## config.mk

```make
export PLATFORM = sky130hd
export DESIGN_NAME = alu_mc_flat
export DESIGN_NICKNAME = d
export VERILOG_FILES = /design/src/rtl/alu_pkg.sv /design/src/rtl/alu_mc_if.sv /design/src/rtl/alu_muldiv.sv /design/src/rtl/alu_mc.sv /design/src/flat_wrapper.sv
export SDC_FILE = /design/constraint.sdc
export NUM_CORES = 1
export LEC_CHECK = 0
export ABC_AREA = 1
export BUFFER_PORTS_ARGS = -buffer_cell sky130_fd_sc_hd__buf_2
export CORE_ASPECT_RATIO = 1.4
export CORE_MARGIN = 1.5
export CORE_UTILIZATION = 35
export CTS_CLUSTER_DIAMETER = 120
export CTS_CLUSTER_SIZE = 14
export DETAILED_ROUTE_END_ITERATION = 7
export PLACE_DENSITY_LB_ADDON = 0.15
export SKIP_CTS_REPAIR_TIMING = 1
export SYNTH_ARGS = -nofsm -noshare
export SYNTH_HDL_FRONTEND = slang
export SYNTH_SLANG_ARGS = --single-unit
```

## constraint.sdc

```tcl
create_clock -name clk -period 3.3 [get_ports clk]
set_input_delay 0.99 -clock clk [delete_from_list [all_inputs] [get_ports clk]]
set_output_delay 0.99 -clock clk [all_outputs]
set_load 0.05 [all_outputs]
```

## src/rtl/alu_pkg.sv

```systemverilog
// Shared definitions for the multi-cycle ALU.
// Contents: opcode bit indices, flag bit indices, the FSM state enum, and a
// helper that tells a legal one-hot opcode from an illegal one.
package alu_pkg;

   localparam int OP_W   = 10;

   localparam int OP_ADD = 0;
   localparam int OP_SUB = 1;
   localparam int OP_AND = 2;
   localparam int OP_OR  = 3;
   localparam int OP_NOT = 4;
   localparam int OP_SHL = 5;
   localparam int OP_SHR = 6;
   localparam int OP_ASR = 7;
   localparam int OP_MUL = 8;
   localparam int OP_DIV = 9;

   localparam int FL_C   = 0;
   localparam int FL_Z   = 1;
   localparam int FL_P   = 2;
   localparam int FL_V   = 3;
   localparam int FL_DZ  = 4;

   typedef enum logic [1:0] {
      ST_IDLE = 2'd0,
      ST_CALC = 2'd1,
      ST_DONE = 2'd2
   } state_t;

   // Exactly one bit set: x & (x-1) clears the lowest set bit.
   function automatic logic op_is_legal(input logic [OP_W-1:0] op);
      return (op != '0) && ((op & (op - OP_W'(1))) == '0);
   endfunction

endpackage

```

## src/rtl/alu_mc_if.sv

```systemverilog
// Operand/result bus of the multi-cycle ALU.
// master: the sequencer (drives in_valid, a, b, fi, op, out_ready)
// slave : the ALU      (drives in_ready, out_valid, d, d_hi, fo)
interface alu_mc_if
   import alu_pkg::*;
#(
   parameter int WIDTH  = 8,
   parameter int FLAG_W = 8
);
   logic              in_valid;
   logic              in_ready;
   logic [WIDTH-1:0]  a;
   logic [WIDTH-1:0]  b;
   logic [FLAG_W-1:0] fi;
   logic [OP_W-1:0]   op;
   logic              out_valid;
   logic              out_ready;
   logic [WIDTH-1:0]  d;
   logic [WIDTH-1:0]  d_hi;
   logic [FLAG_W-1:0] fo;

   modport master (
      output in_valid, a, b, fi, op, out_ready,
      input  in_ready, out_valid, d, d_hi, fo
   );

   modport slave (
      input  in_valid, a, b, fi, op, out_ready,
      output in_ready, out_valid, d, d_hi, fo
   );
endinterface

```

## src/rtl/alu_muldiv.sv

```systemverilog
// Iterative unsigned multiplier / restoring divider, one bit per cycle.
// Ports: clk, rst (sync, active-high); start_i loads operands, is_div_i
// selects divide; done_o is high during the last iteration, and lo_o/hi_o
// carry the value produced by the current iteration (final product or
// quotient/remainder when done_o is high).
module alu_muldiv #(
   parameter int WIDTH = 8
) (
   input  logic             clk,
   input  logic             rst,
   input  logic             start_i,
   input  logic             is_div_i,
   input  logic [WIDTH-1:0] a_i,
   input  logic [WIDTH-1:0] b_i,
   output logic             done_o,
   output logic [WIDTH-1:0] lo_o,
   output logic [WIDTH-1:0] hi_o
);
   localparam int CNT_W = $clog2(WIDTH + 1);

   logic [CNT_W-1:0] cnt_q, cnt_d;
   logic [WIDTH-1:0] lo_q, lo_d, hi_q, hi_d, opnd_q, opnd_d;
   logic             is_div_q, is_div_d;
   logic [WIDTH:0]   add_sum, rem_shift, rem_diff;
   logic [WIDTH-1:0] lo_step, hi_step;

   // MUL: {hi,lo} starts as {0,b}; add a into hi when lo[0] is set, then
   // shift the pair right.  DIV: lo starts as the dividend and shifts left
   // into hi; a non-negative trial subtract keeps the difference and
   // shifts a 1 into the quotient.
   always_comb begin
      add_sum   = {1'b0, hi_q} + (lo_q[0] ? {1'b0, opnd_q} : '0);
      rem_shift = {hi_q, lo_q[WIDTH-1]};
      rem_diff  = rem_shift - {1'b0, opnd_q};
      if (is_div_q) begin
         if (rem_diff[WIDTH]) begin
            hi_step = rem_shift[WIDTH-1:0];
            lo_step = {lo_q[WIDTH-2:0], 1'b0};
         end else begin
            hi_step = rem_diff[WIDTH-1:0];
            lo_step = {lo_q[WIDTH-2:0], 1'b1};
         end
      end else begin
         hi_step = add_sum[WIDTH:1];
         lo_step = {add_sum[0], lo_q[WIDTH-1:1]};
      end
   end

   always_comb begin
      cnt_d    = cnt_q;
      lo_d     = lo_q;
      hi_d     = hi_q;
      opnd_d   = opnd_q;
      is_div_d = is_div_q;
      if (start_i) begin
         cnt_d    = CNT_W'(WIDTH);
         is_div_d = is_div_i;
         hi_d     = '0;
         lo_d     = is_div_i ? a_i : b_i;
         opnd_d   = is_div_i ? b_i : a_i;
      end else if (cnt_q != '0) begin
         cnt_d = cnt_q - CNT_W'(1);
         lo_d  = lo_step;
         hi_d  = hi_step;
      end
   end

   assign done_o = (cnt_q == CNT_W'(1));
   assign lo_o   = lo_step;
   assign hi_o   = hi_step;

   always_ff @(posedge clk) begin
      if (rst) begin
         cnt_q    <= '0;
         lo_q     <= '0;
         hi_q     <= '0;
         opnd_q   <= '0;
         is_div_q <= 1'b0;
      end else begin
         cnt_q    <= cnt_d;
         lo_q     <= lo_d;
         hi_q     <= hi_d;
         opnd_q   <= opnd_d;
         is_div_q <= is_div_d;
      end
   end
endmodule

```

## src/rtl/alu_mc.sv

```systemverilog
// Multi-cycle ALU with valid/ready operand and result handshake.
// Ports: clk, rst (sync, active-high), bus (alu_mc_if.slave): operands
// a/b/fi/op in, d/d_hi/fo out.  Single-cycle ops complete one cycle after
// accept; MUL and DIV (b != 0) take WIDTH+1 cycles via alu_muldiv.
//
// state   | meaning
// --------+-------------------------------------------------
// ST_IDLE | in_ready high, waiting for in_valid
// ST_CALC | alu_muldiv iterating, inputs ignored
// ST_DONE | result held on d/d_hi/fo with out_valid high
module alu_mc
   import alu_pkg::*;
#(
   parameter int WIDTH  = 8,
   parameter int FLAG_W = 8
) (
   input logic     clk,
   input logic     rst,
   alu_mc_if.slave bus
);
   localparam logic [WIDTH-1:0] SH_LIM = WIDTH'(WIDTH);

   state_t            state_q, state_d;
   logic [WIDTH-1:0]  d_q, d_d, d_hi_q, d_hi_d;
   logic [FLAG_W-1:0] fo_q, fo_d, sc_fo;
   logic              is_div_q, is_div_d;

   logic              legal, is_multi, big_amt, cin;
   logic [WIDTH-1:0]  sc_lo, sc_hi;
   logic              sc_c, sc_v, sc_dz;
   logic [WIDTH:0]    shl_ext, shr_ext, asr_ext;

   logic              md_start, md_done;
   logic [WIDTH-1:0]  md_lo, md_hi;

   logic              unused_fi;
   assign unused_fi = ^bus.fi[FLAG_W-1:1];

   function automatic logic [FLAG_W-1:0] mk_flags(input logic [WIDTH-1:0] res,
                                                  input logic c, v, dz);
      logic [FLAG_W-1:0] f;
      f        = '0;
      f[FL_C]  = c;
      f[FL_Z]  = (res == '0);
      f[FL_P]  = !res[WIDTH-1] && (res != '0);
      f[FL_V]  = v;
      f[FL_DZ] = dz;
      return f;
   endfunction

   alu_muldiv #(.WIDTH(WIDTH)) u_muldiv (
      .clk      (clk),
      .rst      (rst),
      .start_i  (md_start),
      .is_div_i (bus.op[OP_DIV]),
      .a_i      (bus.a),
      .b_i      (bus.b),
      .done_o   (md_done),
      .lo_o     (md_lo),
      .hi_o     (md_hi)
   );

   // Extended shifts: the extra bit catches the last bit shifted out.
   assign shl_ext = {1'b0, bus.a} << bus.b;
   assign shr_ext = {bus.a, 1'b0} >> bus.b;
   assign asr_ext = $signed({bus.a, 1'b0}) >>> bus.b;

   assign legal    = op_is_legal(bus.op);
   assign big_amt  = (bus.b >= SH_LIM);
   assign cin      = bus.fi[0];
   assign is_multi = legal && (bus.op[OP_MUL] || (bus.op[OP_DIV] && bus.b != '0));

   always_comb begin
      sc_lo = '0;
      sc_hi = '0;
      sc_c  = 1'b0;
      sc_v  = 1'b0;
      sc_dz = 1'b0;
      if (legal) begin
         case (1'b1)
            bus.op[OP_ADD]: begin
               {sc_c, sc_lo} = {1'b0, bus.a} + {1'b0, bus.b} + {{WIDTH{1'b0}}, cin};
               sc_v = (bus.a[WIDTH-1] == bus.b[WIDTH-1]) && (sc_lo[WIDTH-1] != bus.a[WIDTH-1]);
            end
            bus.op[OP_SUB]: begin
               {sc_c, sc_lo} = {1'b0, bus.a} - {1'b0, bus.b} - {{WIDTH{1'b0}}, cin};
               sc_v = (bus.a[WIDTH-1] != bus.b[WIDTH-1]) && (sc_lo[WIDTH-1] != bus.a[WIDTH-1]);
            end
            bus.op[OP_AND]: sc_lo = bus.a & bus.b;
            bus.op[OP_OR]:  sc_lo = bus.a | bus.b;
            bus.op[OP_NOT]: sc_lo = ~bus.a;
            bus.op[OP_SHL]: if (!big_amt) {sc_c, sc_lo} = shl_ext;
            bus.op[OP_SHR]: if (!big_amt) {sc_lo, sc_c} = shr_ext;
            bus.op[OP_ASR]: begin
               if (big_amt) begin
                  sc_lo = {WIDTH{bus.a[WIDTH-1]}};
                  sc_c  = bus.a[WIDTH-1];
               end else begin
                  {sc_lo, sc_c} = asr_ext;
               end
            end
            // Only reaches the single-cycle path with b == 0.
            bus.op[OP_DIV]: begin
               sc_lo = '1;
               sc_hi = bus.a;
               sc_dz = 1'b1;
            end
            default: ;
         endcase
      end
      sc_fo = mk_flags(sc_lo, sc_c, sc_v, sc_dz);
   end

   always_comb begin
      state_d  = state_q;
      d_d      = d_q;
      d_hi_d   = d_hi_q;
      fo_d     = fo_q;
      is_div_d = is_div_q;
      md_start = 1'b0;
      case (state_q)
         ST_IDLE: begin
            if (bus.in_valid) begin
               if (is_multi) begin
                  state_d  = ST_CALC;
                  md_start = 1'b1;
                  is_div_d = bus.op[OP_DIV];
               end else begin
                  state_d = ST_DONE;
                  d_d     = sc_lo;
                  d_hi_d  = sc_hi;
                  fo_d    = sc_fo;
               end
            end
         end
         ST_CALC: begin
            if (md_done) begin
               state_d = ST_DONE;
               d_d     = md_lo;
               d_hi_d  = md_hi;
               fo_d    = mk_flags(md_lo, !is_div_q && (md_hi != '0), 1'b0, 1'b0);
            end
         end
         ST_DONE: begin
            if (bus.out_ready) state_d = ST_IDLE;
         end
         default: state_d = ST_IDLE;
      endcase
   end

   always_ff @(posedge clk) begin
      if (rst) begin
         state_q  <= ST_IDLE;
         d_q      <= '0;
         d_hi_q   <= '0;
         fo_q     <= '0;
         is_div_q <= 1'b0;
      end else begin
         state_q  <= state_d;
         d_q      <= d_d;
         d_hi_q   <= d_hi_d;
         fo_q     <= fo_d;
         is_div_q <= is_div_d;
      end
   end

   assign bus.in_ready  = (state_q == ST_IDLE);
   assign bus.out_valid = (state_q == ST_DONE);
   assign bus.d         = d_q;
   assign bus.d_hi      = d_hi_q;
   assign bus.fo        = fo_q;
endmodule
```

## src/flat_wrapper.sv

```systemverilog
// flat-port wrapper written by rule: the top's interface ports become plain ports
module alu_mc_flat import alu_pkg::*;
#(
   parameter int WIDTH  = 8,
   parameter int FLAG_W = 8
)
  (clk, rst, bus_in_valid, bus_a, bus_b, bus_fi, bus_op, bus_out_ready, bus_in_ready, bus_out_valid, bus_d, bus_d_hi, bus_fo);
  alu_mc_if #(.WIDTH(WIDTH), .FLAG_W(FLAG_W)) bus_i ();
  input logic clk;
  input logic rst;
  input wire logic [$bits(bus_i.in_valid)-1:0] bus_in_valid;
  input wire logic [$bits(bus_i.a)-1:0] bus_a;
  input wire logic [$bits(bus_i.b)-1:0] bus_b;
  input wire logic [$bits(bus_i.fi)-1:0] bus_fi;
  input wire logic [$bits(bus_i.op)-1:0] bus_op;
  input wire logic [$bits(bus_i.out_ready)-1:0] bus_out_ready;
  output wire logic [$bits(bus_i.in_ready)-1:0] bus_in_ready;
  output wire logic [$bits(bus_i.out_valid)-1:0] bus_out_valid;
  output wire logic [$bits(bus_i.d)-1:0] bus_d;
  output wire logic [$bits(bus_i.d_hi)-1:0] bus_d_hi;
  output wire logic [$bits(bus_i.fo)-1:0] bus_fo;
  assign bus_i.in_valid = bus_in_valid;
  assign bus_i.a = bus_a;
  assign bus_i.b = bus_b;
  assign bus_i.fi = bus_fi;
  assign bus_i.op = bus_op;
  assign bus_i.out_ready = bus_out_ready;
  assign bus_in_ready = bus_i.in_ready;
  assign bus_out_valid = bus_i.out_valid;
  assign bus_d = bus_i.d;
  assign bus_d_hi = bus_i.d_hi;
  assign bus_fo = bus_i.fo;
  alu_mc #(.WIDTH(WIDTH), .FLAG_W(FLAG_W)) u_core (.clk(clk), .rst(rst), .bus(bus_i));
endmodule
```

==> metrics.txt, run 1 <==
final std cells w/o fill=1248; most common cell after layout, fill and taps aside=nand2_1; DR DRC count=0; crit end category=flip-flop; final setup vio count=0; leading cell types in the layout, fill and taps excluded=nand2_1 (253), inv_1 (125), o21ai_0 (94), a21oi_1 (79), buf_4 (71); initial DRC count=383; Worst Max-Slew Pin Slew=0.8589 ns; syn_area_per_cell=6.074 sq um; cts bufs inserted=5; Routed Wire Length=19840 um; final hold violations=0; sequential element share of the synthesized area=17.95%; I/O pin total=64; dpl hpwl=16330 um; Final ANT Viol Nets=0; DR pass1 iterations=7; Slew HR=42.68%; VDD IR max=0.4642 mV; nets@finish=1141; RSZ-0062 raised after global routing=no; Flop pwr share=28.3%; number of synthesized flops with an enable pin=0; fin crit period=3.067 ns; Yosys reg bits=52; input/output buffers=53; fmax=326.1 MHz; ys async rst share=0%; reg2reg end=u_core.bus.d_hi[3]; Root Buffer=clkbuf_16; clk slew on worst S/H paths=0.07 ns; status=complete, no violations; placed cells=1240; first-pass GRT wire length=31610 um; Worst-Skew Late Latency=0.29 ns; drt via density=5.152; Syn Inst Count=955; Yosys cell types=52; Gate power share=53.5%; Pwr Density=421.5 nW/um^2; clock power share=18.3%; crit path DAT=3.25 ns; worst setup path startpoint=bus_b[0]; GPL Wtd Cong=0.9094; Row Count=55; Core ar.=16170 sq um; final worst path period share=92.93%; Int Pwr=1582 uW; Die X=111.8 um; pin count of the biggest net entering global routing=32; # clock sinks=52; Net Sw Frac=45.17%; flop-to-flop setup slack=0.35 ns; Vias=6430; global route overflow=0; Avg WL per Cell=15.90 um; gr usage total=22.90%; r2r worst-path depth=15; worst-case clock buffer depth=2; CTS tree=built; layout cell share with drive strength beyond 1=17.16%; Startpoint Class=primary input; Initial Util=35.87%; initial antenna violation count=0; Max Slew Vio Count=0; post-route setup TNS=0 ns; synth warn=0; Hold WC Path Type=flip-flop to flip-flop; Max Cap Viol=0; die area=17370 sq um; Die Ht=155.3 um; kind of critical path=primary input to flip-flop; worst endpoint required time=3.48 ns; sw power=1303 uW; Top FF cell, synth=dfxtp_1; Syn-to-layout area delta=18.03%; H-tree Lvls=2; CP max FO=13; synthesized area=5801 sq um; FF-to-FF Start=u_core.u_muldiv.lo_q[7]; vias in the first global route=6169; Leak=0.003554 uW; CP endpoint=u_core.bus.fo[2]; Hold Path Cell Cnt=1; Clock Skew=0.006428 ns; n_diodes=0
==> power groups by stage <==
stage / Sequential, uW / Combinational [uW] / Clock [uW]
after floorplan: 869 / 1020 / 0
after global placement: 831 / 1520 / 0
after detailed placement: 829 / 1540 / 0
after CTS: 816 / 1540 / 541
after global routing: 830 / 1740 / 566
final: 815 / 1540 / 527
==> cell usage after synthesis (2+ instances only) <==
library cell	n	area, sq um
nand3b_1	3	22.52
nor4_1	3	18.77
a21oi_1	81	405.4
o21ai_1	13	65.06
a21oi_2	2	17.52
dfxtp_1	52	1041
buf_1	2	7.510
o31ai_1	7	52.55
or2_2	5	31.28
inv_2	8	30.03
nor2_1	54	202.7
nand2_4	2	22.52
ha_1	49	613.1
fa_1	6	120.1
nand2_2	3	18.77
o211ai_1	8	60.06
o21ai_0	97	485.5
clkinv_1	6	22.52
a211oi_1	7	52.55
nor2_4	3	33.78
nor3_1	4	20.02
nand3_1	52	260.3
inv_1	125	469.2
o221ai_1	8	70.07
nand2_1	253	949.7
nor2_8	2	40.04
o21bai_1	2	15.01
nor2_2	5	31.28
buf_4	7	52.55
xor2_1	9	78.83
xnor2_1	7	61.31
a31oi_1	5	31.28
nand4_1	15	93.84
clkbuf_1	18	67.56
nand3_4	2	35.03
o22ai_1	2	12.51
buf_2	12	60.06
and2_1	2	12.51
==> logic make-up after synthesis <==
logic type	Yosys count	share of synthesized area, %
AND/OR/NAND/NOR	412	31.47
AO/OA/AOI/OAI	239	23.02
buffers and inverters	180	12.45
adder cells (fa/ha/maj)	55	12.64
flip-flops	52	17.95
XOR/XNOR	16	2.416
other	1	0.06465
==> metal layers <==
layer | vias to the layer above | GRT usage [%] | share of wire [%]
met5 | - | 0 | 0
met4 | 0 | 10.01 | 3.6
met3 | 41 | 1.792 | 3.8
met2 | 174 | 42.28 | 52
met1 | 2895 | 26.87 | 41
li1 | 3320 | - | -
==> final cells by class <==
cell class / count / area, sq um
clock buffer: 6 / 138.9
clock inverter: 2 / 10.01
fill: 1827 / 9325
inverter: 140 / 530.5
multi-input combinational: 725 / 4079
sequential: 52 / 1041
tap: 199 / 249.0
timing repair buffer: 124 / 798.3
==> critical path, stage by stage <==
cell,delay [ns]
buf_2,0.11
buf_4,0.19
fa_2,0.57
inv_1,0.06
ha_1,0.17
o21ai_1,0.14
nand2_1,0.08
a21oi_1,0.15
xor2_1,0.17
nand2_1,0.06
nand2_1,0.06
nand2_1,0.04
nand2_1,0.11
nand2_1,0.07
nor2_2,0.10
nand2_1,0.06
nand2_1,0.06
a21oi_1,0.06
==> metrics by stage <==
step / utilization [%] / cell area (sq um) / worst slack (ns) / hold slack, ns / total power (uW)
floorplan: - / 5808 / 0.01675 / 0.4649 / 1894
global placement: 41.18 / 6660 / -0.1796 / 0.4461 / 2352
detailed placement: 41.18 / 6660 / -0.2328 / 0.4540 / 2365
CTS: 42.10 / 6809 / 0.05763 / 0.4657 / 2900
global route: 42.34 / 6847 / 0.002911 / 0.4893 / 3134
finish: 42.34 / 6847 / 0.2334 / 0.4619 / 2886
==> worst min-delay path by stage <==
stage / startpoint / endpoint
floorplan: u_core.u_muldiv.lo_q[7] / u_core.u_muldiv.lo_q[7]
global placement: u_core.bus.fo[4] / u_core.bus.fo[4]
detailed placement: u_core.bus.fo[4] / u_core.bus.fo[4]
CTS: u_core.bus.d[3] / u_core.bus.d[3]
global route: u_core.bus.d[7] / u_core.bus.d[7]
finish: u_core.bus.fo[4] / u_core.bus.fo[4]
==> flip-flops by register name, summed over array words and instances (netlist names) <==
register / cells
u_core.bus.d: 8
u_core.bus.d_hi: 8
u_core.u_muldiv.hi_q: 8
u_core.u_muldiv.lo_q: 8
u_core.u_muldiv.opnd_q: 8
u_core.bus.fo: 5
u_core.u_muldiv.cnt_q: 4
u_core.state_q: 2
u_core.u_muldiv.is_div_q: 1
Power figures use the tool's default switching activity.
==> run 2, diff against run 1 <==
--- a/config.mk
+++ b/config.mk
@@ -13,6 +13,7 @@
 export CTS_CLUSTER_DIAMETER = 120
 export CTS_CLUSTER_SIZE = 14
 export DETAILED_ROUTE_END_ITERATION = 7
+export MAX_ROUTING_LAYER = met4
 export PLACE_DENSITY_LB_ADDON = 0.15
 export SKIP_CTS_REPAIR_TIMING = 1
 export SYNTH_ARGS = -nofsm -noshare
==> run 2 against run 1 <==
  * Die area stayed put
  * Sequential share of layout area stayed put
  * Maximum frequency hardly changed
  * Power hardly changed
  * Hold slack hardly changed
  * Critical path depth stayed put
  * Sequential power hardly changed
  * Count of clock-buffer cells in the layout stayed put
  * Flip-flop and latch count stayed put
  * Combinational power hardly changed
==> metrics.txt, run 2 (same netlist as run 1, synthesis figures left out) <==
input/output buffers=53; RSZ-0062 raised after global routing=no; final setup vio count=0; Row Count=55; clock power share=18.3%; status=complete, no violations; fin crit period=3.065 ns; leading cell types in the layout, fill and taps excluded=nand2_1 (253), inv_1 (125), o21ai_0 (94), a21oi_1 (79), buf_4 (71); Core ar.=16170 sq um; Initial Util=35.87%; Startpoint Class=primary input; dpl hpwl=16330 um; DR pass1 iterations=5; n_diodes=0; sw power=1305 uW; initial DRC count=392; Net Sw Frac=45.21%; Min Hold Slack=0.4621 ns; layout cell share with drive strength beyond 1=17.16%; Max Slew Vio Count=0; worst-case clock buffer depth=2; fmax=326.3 MHz; Worst Max-Slew Pin Slew=0.8611 ns; Pwr Density=421.8 nW/um^2; VDD IR max=0.4634 mV; Leak=0.003554 uW; Flop pwr share=28.2%; Syn-to-layout area delta=18.03%; Clock Skew=0.006196 ns; post-route setup TNS=0 ns; PnR worst setup slack=0.2354 ns; Gate power share=53.4%; Int Pwr=1582 uW; global route overflow=0; final hold violations=0; gr usage total=23.58%; Die Ht=155.3 um; clk slew on worst S/H paths=0.07 ns; die area=17370 sq um; most common cell after layout, fill and taps aside=nand2_1; drt via density=5.151; Worst-Skew Late Latency=0.29 ns; first-pass GRT wire length=31630 um; kind of critical path=primary input to flip-flop; Die X=111.8 um; I/O pin total=64; crit end category=flip-flop; cts bufs inserted=5; crit path DAT=3.25 ns; Slew HR=42.53%; initial antenna violation count=0; Root Buffer=clkbuf_16; Max Cap Viol=0; H-tree Lvls=2; worst endpoint required time=3.48 ns; Routed Wire Length=19930 um; Hold WC Path Type=flip-flop to flip-flop; # clock sinks=52; CP max FO=13; DR DRC count=0; final worst path period share=92.87%; Final ANT Viol Nets=0; GPL Wtd Cong=0.9251; Vias=6429; pin count of the biggest net entering global routing=32; CTS tree=built; Place WS=-0.2328 ns; vias in the first global route=6165; Avg WL per Cell=15.97 um; nets@finish=1141
[run 2: cell counts in the layout (fill, tap and decap cells not counted)]
No cell type changed its count.
[run 2: cell type report]
cell class	count	area, sq um
inverters	140	530.5
well taps	199	249.0
clock buffers	6	138.9
repair buffers	124	798.3
clock inverters	2	10.01
multi-input cells	725	4079
flip-flops and latches	52	1041
fillers	1827	9325
[run 2: per-layer routing]
metal  routed length [um]  track usage (%)  vias to the layer above
met5                    0                -                        -
met4                  743            10.01                        0
met3                  711            1.792                       46
met2                10290            42.19                      161
met1                 8185            26.99                     2905
li1                     -                -                     3317
[run 2: stage by stage]
| step | std cells | area [sq um] | util, % | power [uW] |
|---|---|---|---|---|
| 2_1_floorplan | 957 | 5808 | - | 1894 |
| 3_3_place_gp | 1240 | 6660 | 41.18 | 2352 |
| 3_5_place_dp | 1240 | 6660 | 41.18 | 2365 |
| 4_1_cts | 1248 | 6809 | 42.10 | 2900 |
| 5_1_grt | 1248 | 6847 | 42.34 | 3134 |
| 6_report | 1248 | 6847 | 42.34 | 2888 |
[run 2: worst max-delay path: stages]
cell and delay [ns]:
buf_2 0.11, buf_4 0.19, fa_2 0.57, inv_1 0.06, ha_1 0.17, o21ai_1 0.14
nand2_1 0.08, a21oi_1 0.15, xor2_1 0.17, nand2_1 0.06, nand2_1 0.06, nand2_1 0.04
nand2_1 0.11, nand2_1 0.07, nor2_2 0.11, nand2_1 0.06, nand2_1 0.06, a21oi_1 0.06
[run 2: power groups by stage]
stage	sequential [uW]	clock, uW	combinational (uW)
3_3_place_gp	831	0	1520
3_5_place_dp	829	0	1540
2_1_floorplan	869	0	1020
4_1_cts	816	541	1540
5_1_grt	830	564	1740
6_report	816	529	1540
[run 2: path summary, 6_finish.rpt]
path / endpoint / from / slack, ns / depth (start not counted)
max reg2reg: u_core.bus.fo[0] / u_core.u_muldiv.lo_q[7] / 0.35 / 17
min: u_core.bus.fo[4] / u_core.bus.fo[4] / 0.46 / 1
min reg2reg: u_core.bus.fo[4] / u_core.bus.fo[4] / 0.46 / 1
max: u_core.bus.fo[2] / bus_b[0] / 0.24 / 18
==> run 3, diff against run 2 <==
--- a/config.mk
+++ b/config.mk
@@ -6,13 +6,13 @@
 export NUM_CORES = 1
 export LEC_CHECK = 0
 export ABC_AREA = 1
-export BUFFER_PORTS_ARGS = -buffer_cell sky130_fd_sc_hd__buf_2
 export CORE_ASPECT_RATIO = 1.4
-export CORE_MARGIN = 1.5
+export CORE_MARGIN = 2
 export CORE_UTILIZATION = 35
 export CTS_CLUSTER_DIAMETER = 120
 export CTS_CLUSTER_SIZE = 14
 export DETAILED_ROUTE_END_ITERATION = 7
+export DONT_BUFFER_PORTS = 1
 export MAX_ROUTING_LAYER = met4
 export PLACE_DENSITY_LB_ADDON = 0.15
 export SKIP_CTS_REPAIR_TIMING = 1
==> run 3 against run 2 <==
  * Flip-flop and latch count is the same
  * Maximum frequency up 1.1%
  * Wire length is 2.0% lower
  * Critical endpoint is now u_core.bus.fo[0]
  * First-iteration DRC count is 3.6% lower
  * Sequential power up 9.4%
  * Cell area fell by 7.9%
  * Clock skew grew 0.00055 ns
  * Worst setup slack better by 0.032 ns
  * Critical path type unchanged
  * Die area increased by 1.5%
==> metrics.txt, run 3 (same netlist as run 1, synthesis figures left out) <==
fin crit period=3.032 ns; Final Power=2775 uW; input/output buffers=0; Worst Max-Slew Pin Slew=0.8661 ns; Pwr Density=440.3 nW/um^2; global route overflow=0; dpl hpwl=15740 um; layout cell share with drive strength beyond 1=8.949%; # clock sinks=52; Hold WC Path Type=flip-flop to flip-flop; pin count of the biggest net entering global routing=32; Worst-Skew Late Latency=0.29 ns; worst endpoint required time=3.48 ns; Avg WL per Cell=16.83 um; worst-case clock buffer depth=2; Initial Util=35.87%; CP max FO=14; drt via density=5.268; Flop pwr share=32.2%; RSZ-0062 raised after global routing=no; sw power=1244 uW; post-route setup TNS=0 ns; initial DRC count=378; Int Pwr=1531 uW; Net Sw Frac=44.82%; gr usage total=22.83%; worst-path cell with the longest stage delay=fa_1; final worst path period share=91.88%; clk slew on worst S/H paths=0.07 ns; flop-to-flop setup slack=0.35 ns; vias in the first global route=5903; status=complete, no violations; Die X=112.8 um; Fill cells=1841; crit-path cells=clkinv_1, fa_2, fa_1, nor2_1, o21bai_1, nand2_1, nand2_1, a21oi_2, nor2_1, nor2_2, o21bai_1, o21ai_0, nand3_1, a31oi_2, a21oi_1; most common cell after layout, fill and taps aside=nand2_1; Slew HR=42.20%; Core ar.=16170 sq um; Leak=0.003150 uW; leading cell types in the layout, fill and taps excluded=nand2_1 (253), inv_1 (125), o21ai_0 (97), a21oi_1 (80); Hold Path Cell Cnt=2; DR DRC count=0; DR pass1 iterations=5; Root Buffer=clkbuf_16; Syn-to-layout area delta=8.650%; cts bufs inserted=5; Max Slew Vio Count=0; Routed Wire Length=19520 um; fmax=329.8 MHz; first-pass GRT wire length=31060 um; VDD IR max=0.3936 mV; die area=17630 sq um; clock power share=19.5%; Die Ht=156.3 um; Startpoint Class=primary input; n_diodes=0; final setup vio count=0; nets@finish=1053; Final ANT Viol Nets=0; GPL Wtd Cong=0.9382; Max Cap Viol=0; crit end category=flip-flop; Vias=6111; Row Count=55; CP max stage delay=0.41 ns; crit path DAT=3.22 ns; Clock Skew=0.006744 ns; final hold violations=0; CTS tree=built; H-tree Lvls=2; I/O pin total=64; r2r worst-path depth=15; Gate power share=48.4%; kind of critical path=primary input to flip-flop; initial antenna violation count=0
[run 3: changes by cell type in the layout (fill, tap and decap cells not counted), sizes merged]
| cell | delta |
|---|---|
| buf | -88 |
| inv | +1 |
| clkinvlp | -1 |
[run 3: worst paths after layout]
check                          startpoint                      end
setup / recovery                 bus_b[0]         u_core.bus.fo[0]
hold / removal    u_core.u_muldiv.lo_q[7]  u_core.u_muldiv.lo_q[7]
setup reg to reg  u_core.u_muldiv.lo_q[7]       u_core.bus.d_hi[3]
hold reg to reg   u_core.u_muldiv.lo_q[7]  u_core.u_muldiv.lo_q[7]
[run 3: routing by layer]
layer	up-vias	routed length (um)	GRT usage, %
li1	3145	-	-
met1	2785	8251	26.87
met2	147	9799	40.43
met3	34	884	2.363
met4	0	586	7.782
met5	-	0	-
[run 3: layout make-up]
cell class,instances,area (sq um),area share (%)
inverter,140,526.8,8.358
clock buffer,6,138.9,2.204
timing repair buffer,36,270.3,4.288
tap,199,249.0,3.951
sequential,52,1041,16.52
multi-input combinational,725,4063,64.46
clock inverter,2,13.76,0.2184
[run 3: metrics by stage]
step / hold WS, ns / setup slack [ns] / std cells / utilization [%] / instance area [sq um]
2_1_floorplan: 0.4649 / 0.01675 / 957 / - / 5808
3_3_place_gp: 0.4700 / -0.1508 / 1151 / 37.87 / 6125
3_5_place_dp: 0.4704 / -0.1636 / 1151 / 37.87 / 6125
4_1_cts: 0.4809 / 0.1444 / 1159 / 38.82 / 6277
5_1_grt: 0.5217 / 0.01586 / 1160 / 38.97 / 6302
6_report: 0.4806 / 0.2678 / 1160 / 38.97 / 6302
[run 3: critical path, delay by kind of cell]
kind	cells	cell delay, ns
AOI/OAI and AO/OA	6	0.75
adders and majority gates	2	0.80
buffers and inverters	1	0.08
and+or+nand+nor	6	0.58
[run 3: power groups by stage]
stage | Sequential (uW) | Clock (uW) | Combinational [uW]
final | 893 | 540 | 1340
after global routing | 908 | 574 | 1550
after CTS | 894 | 556 | 1340
after detailed placement | 907 | 0 | 1330
after global placement | 909 | 0 | 1330
after floorplan | 869 | 0 | 1020
